File: config.mk
export PLATFORM = sky130hd
export DESIGN_NAME = pipe_stage_skid
export DESIGN_NICKNAME = d
export VERILOG_FILES = /design/src/rtl/pipe_stage_skid.sv
export SDC_FILE = /design/constraint.sdc
export NUM_CORES = 1
export LEC_CHECK = 0
export ABC_CLOCK_PERIOD_IN_PS = 1600
export BUFFER_PORTS_ARGS = -buffer_cell sky130_fd_sc_hd__buf_2
export CAP_MARGIN = 0
export CORE_AREA = 2 2 247 249
export CTS_CLUSTER_SIZE = 40
export DETAILED_ROUTE_END_ITERATION = 7
export DIE_AREA = 0 0 249 251
export SLEW_MARGIN = 20
export SYNTH_ARGS = -nofsm -noshare
export SYNTH_HDL_FRONTEND = slang
export SYNTH_SLANG_ARGS = --single-unit
File: constraint.sdc
create_clock -name clk -period 1.6 [get_ports clk]
set_input_delay 0.32 -clock clk [delete_from_list [all_inputs] [get_ports clk]]
set_output_delay 0.32 -clock clk [all_outputs]
set_load 0.02 [all_outputs]
File: src/rtl/pipe_stage_skid.sv
// +--------------------------------------------------------------------------+
// | pipe_stage_skid: valid/ready pipeline register with one-entry skid,      |
// |   synchronous flush with bubble-PC injection. Rev 1.0                    |
// +--------------------------------------------------------------------------+
`default_nettype none

module pipe_stage_skid #(
  parameter int               PAYLOAD_W = 256,
  parameter int               PC_W      = 32,
  parameter logic [PC_W-1:0]  RESET_PC  = 32'h00003000,
  parameter int               EXC_W     = 5
) (
  input  logic                 clk,
  input  logic                 reset,
  input  logic                 flush,
  input  logic [PC_W-1:0]      flush_pc,
  input  logic                 in_valid,
  output logic                 in_ready,
  input  logic [PC_W-1:0]      in_pc,
  input  logic [PAYLOAD_W-1:0] in_payload,
  input  logic [EXC_W-1:0]     in_exc,
  input  logic                 in_bd,
  output logic                 out_valid,
  input  logic                 out_ready,
  output logic [PC_W-1:0]      out_pc,
  output logic [PAYLOAD_W-1:0] out_payload,
  output logic [EXC_W-1:0]     out_exc,
  output logic                 out_bd,
  output logic [1:0]           occupancy
);

  typedef enum logic [1:0] {
    EMPTY = 2'd0,
    ONE   = 2'd1,
    TWO   = 2'd2
  } state_t;

  state_t                 r_state;
  state_t                 w_next_state;

  logic                   r_in_ready;

  logic [PC_W-1:0]        r_main_pc;
  logic [PAYLOAD_W-1:0]   r_main_payload;
  logic [EXC_W-1:0]       r_main_exc;
  logic                   r_main_bd;

  logic [PC_W-1:0]        r_skid_pc;
  logic [PAYLOAD_W-1:0]   r_skid_payload;
  logic [EXC_W-1:0]       r_skid_exc;
  logic                   r_skid_bd;

  logic                   w_accept;
  logic                   w_pop;
  logic                   w_load_main_in;
  logic                   w_load_main_skid;
  logic                   w_load_skid;

  assign w_accept = in_valid & r_in_ready;
  assign w_pop    = out_valid & out_ready;

  always_comb begin
    w_next_state     = r_state;
    w_load_main_in   = 1'b0;
    w_load_main_skid = 1'b0;
    w_load_skid      = 1'b0;
    unique case (r_state)
      EMPTY: begin
        if (w_accept) begin
          w_load_main_in = 1'b1;
          w_next_state   = ONE;
        end
      end
      ONE: begin
        if (w_accept && !w_pop) begin
          w_load_skid  = 1'b1;
          w_next_state = TWO;
        end else if (w_accept && w_pop) begin
          w_load_main_in = 1'b1;
        end else if (w_pop) begin
          w_next_state = EMPTY;
        end
      end
      TWO: begin
        // in_ready is low here, so only a drain into main can happen
        if (w_pop) begin
          w_load_main_skid = 1'b1;
          w_next_state     = ONE;
        end
      end
      default: begin
        w_next_state = EMPTY;
      end
    endcase
  end

  always_ff @(posedge clk) begin
    if (reset) begin
      r_state        <= EMPTY;
      r_in_ready     <= 1'b1;
      r_main_pc      <= RESET_PC;
      r_main_payload <= '0;
      r_main_exc     <= '0;
      r_main_bd      <= 1'b0;
      r_skid_pc      <= '0;
      r_skid_payload <= '0;
      r_skid_exc     <= '0;
      r_skid_bd      <= 1'b0;
    end else if (flush) begin
      // Bubble keeps flush_pc so the exception unit still sees a valid EPC
      r_state        <= EMPTY;
      r_in_ready     <= 1'b1;
      r_main_pc      <= flush_pc;
      r_main_payload <= '0;
      r_main_exc     <= '0;
      r_main_bd      <= 1'b0;
      r_skid_pc      <= '0;
      r_skid_payload <= '0;
      r_skid_exc     <= '0;
      r_skid_bd      <= 1'b0;
    end else begin
      r_state    <= w_next_state;
      r_in_ready <= (w_next_state != TWO);
      if (w_load_main_in) begin
        r_main_pc      <= in_pc;
        r_main_payload <= in_payload;
        r_main_exc     <= in_exc;
        r_main_bd      <= in_bd;
      end else if (w_load_main_skid) begin
        r_main_pc      <= r_skid_pc;
        r_main_payload <= r_skid_payload;
        r_main_exc     <= r_skid_exc;
        r_main_bd      <= r_skid_bd;
      end
      if (w_load_skid) begin
        r_skid_pc      <= in_pc;
        r_skid_payload <= in_payload;
        r_skid_exc     <= in_exc;
        r_skid_bd      <= in_bd;
      end
    end
  end

  assign in_ready    = r_in_ready;
  assign out_valid   = (r_state != EMPTY);
  assign occupancy   = r_state;
  assign out_pc      = r_main_pc;
  assign out_payload = r_main_payload;
  assign out_exc     = r_main_exc;
  assign out_bd      = r_main_bd;

  // in_ready must always mirror "not full"
  a_ready_matches_state: assert property (@(posedge clk) disable iff (reset)
    r_in_ready == (r_state != TWO));

  a_state_legal: assert property (@(posedge clk) disable iff (reset)
    r_state != 2'd3);

endmodule

`default_nettype wire

==> results.md <==
- Slew HR: a little over two thirds
- Final wirelength: ~93000 um
- Port Buffers: 628
- Core area: 59800 um2
- Post-DP HPWL: 55800 um
- Iteration-0 DRC Markers: 2098
- Critical Path, Cell by Cell: buf_6 -> nand3b_1 -> buf_4 -> o21a_4 -> buf_12 -> buf_12 -> buf_16 -> a21oi_4 -> a21oi_1
- Synth area leader: dfxtp_1
- Horiz. Die Dim: 249 um
- Final Skew: between 30 and 40 ps
- Final Hold Viols: 0
- Initial antenna violation count: 7
- Wire length per cell: 19.6 um
- FP Rows: 90
- Ys async rst share: 0%
- Area share of the leading cell type in the synthesized netlist: about half
- HP Class: primary input to register
- Post-synthesis net count: 3272
- Hold path depth: 3
- Initial Util: between 30% and 40%
- Max clock buf depth: 3
- Placed Cells incl. Taps: between 4000 and 5000
- CTS tree: done
- Vias per cell: roughly 5.3
- Post-synth EDFFs: 0
- Post-route insts no fill: approximately 4800
- Netlist cell types: 35
- Arrival time worst endpoint: 2310 ps
- Slew @ Worst Pin: 444 ps
- Final ANT Viol Nets: 0
- Ports: between 600 and 700
- Commonest cells in the netlist: 877 x nand2_1, 766 x a21oi_1, 591 x dfxtp_1
- Worst path required time: 2110 ps
- Clock root buffer: clkbuf_16
- Cell count along the critical path: 9
- Largest cells by area after synthesis: dfxtp_1 51%, a21oi_1 16%, nand2_1 14%
- Final setup vio count: approximately 490
- Clock buffer count from CTS: 61
- Largest net degree at the start of global routing: 80
- Pwr Total: 35.8 mW
- Violated checks: setup timing
- H-tree Lvls: 2
- Post-route setup slack: -201 ps
- Power Density: 988 nW/um2
- Tot GR Track Use: 27.1%
- R2R cell count: 9
- Predominant post-synthesis flop cell: dfxtp_1
- Clock-pin slew on the worst setup and hold paths: 60 ps
- Drt first pass iters: 7
- Maximum vdd drop: between 0.8 and 0.9 mV
- Crit path time final: ~1800 ps
- Die area: 62500 um2
- RSZ-0062 raised after global routing: true
- Slowest CP cell: dfxtp_2
- Grt ovf: 0
- Latest clock arrival within the worst-skew pair: 640 ps
- Synth Instances: 2941
- WHS: 44.7 ps
- First-pass GRT wire length: 137000 um
- Layout area overhead: 55.8%
- MaxCap Viol Count: 0
- Worst Setup Path Type: register to register
- Total negative slack: -39350 ps
- Die height: ~250 um
- Layout Nets: roughly 4300
- Fin crit share: 113%
- Post-synthesis sequential area ratio: 50.8%
- Count leader, synth: nand2_1
- Delay-heaviest family, CP: buffers and inverters
- Post-synthesis cell area: 23300 um2
- Sink Count: around 600
- CP bufs+invs: 5
- CP max stage delay: about 320 ps
- Share of post-route cells with drive strength above 1: 30.9%
- Worst-path fanout max: 9
- Most common cell on crit path: buf_12
- Leak: 14.7 nW
- Final GP Congestion: 0.856
- Max-slew violations: 0
- Outcome: finished, violations left
- Crit end category: register
- Syn Area/Cell: 7.92 um2
- # DRC: 0
- Type of origin of the critical path: register
- Vias: between 20000 and 30000
- Yosys reg bits: roughly 590
- Synth Warn #: 0
- Vias in the first global route: 24300
- Max Freq: 0.555 GHz
==> per-stage QoR <==
step	setup slack, ps	utilization [%]	instance area [um2]
global route	-257	60.7	36300
CTS	-173	57.9	34600
finish	-201	60.7	36300
detailed placement	-208	47.1	28200
global placement	-165	47.1	28200
floorplan	5.42	-	23300
==> metal layers <==
metal,vias to the layer above,share of wire [%],GRT usage [%]
met4,4,4.3,12.4
met5,-,0.026,0
li1,12000,-,-
met1,12100,42,35.3
met2,1089,47,44.4
met3,246,6.6,4.36
==> where the power goes <==
group / internal, mW / switching [mW] / total, mW / leakage (nW)
sequential: 15.1 / 0.254 / 15.4 / 4.80
clock: 8.41 / 6.14 / 14.5 / 0.999
combinational: 2.70 / 3.22 / 5.92 / 8.91
total: 26.2 / 9.61 / 35.8 / 14.7
==> tightest hold or removal path, stage by stage <==
cell and delay (ps):
buf_2 100, nand2_1 70, o221ai_2 100
==> cell families after synthesis <==
group / after synthesis / synth area share (%)
buf+inv: 269 / 6.17
compound gates: 1126 / 25.8
simple gates: 922 / 15.8
flops: 591 / 50.8
mux: 33 / 1.43
==> worst paths after layout <==
check	from	slack, ps	endpoint
worst max-delay path	occupancy[0]$_SDFF_PP0_	-200	out_payload[232]$_SDFFE_PP0P_
worst min-delay path	flush_pc[6]	40	out_pc[6]$_SDFFE_PP0P_
worst max register to register	occupancy[0]$_SDFF_PP0_	-200	out_payload[232]$_SDFFE_PP0P_
worst min register to register	r_skid_pc[19]$_SDFFE_PP0P_	450	r_skid_pc[19]$_SDFFE_PP0P_
==> cell usage in the layout (no fill, tap or decap), drive strengths merged, types with 3 or more instances in the layout <==
master       count
bufbuf           4
nand3b           3
nor2             4
nand2          877
nor2b            8
clkinvlp         4
o32ai            7
diode            5
buf            852
mux2i           31
o21ai          263
bufinv           4
inv              6
dfxtp          591
dlygate4sd3    308
clkinv          11
clkbuf         121
or4b            23
a21oi          826
o221ai          22
==> flip-flops by register name (all words and copies together), names as in the netlist <==
| signal | flops |
|---|---|
| out_payload | 256 |
| r_skid_payload | 256 |
| out_pc | 32 |
| r_skid_pc | 32 |
| out_exc | 5 |
| r_skid_exc | 5 |
| occupancy | 2 |
| in_ready | 1 |
| out_bd | 1 |
| r_skid_bd | 1 |
==> final cells by class <==
| cell class | count | area [um2] |
|---|---|---|
| antenna | 5 | 12.5 |
| clock buffer | 93 | 1810 |
| clock inverter | 22 | 231 |
| fill | 5087 | 23500 |
| inverter | 3 | 11.3 |
| multi-input combinational | 2081 | 10900 |
| sequential | 591 | 11800 |
| tap | 782 | 978 |
| timing repair buffer | 1192 | 10500 |
==> repair_timing <==
item,in CTS,in global routing
endpoints found under the setup margin,473,592
cloned,26,29
hold endpoints to repair,573,0
buffers inserted,26,12
hold buffers,308,0
resized for setup,97,201
pin swaps,23,54
No activity file was read; power rests on OpenSTA's default activity.
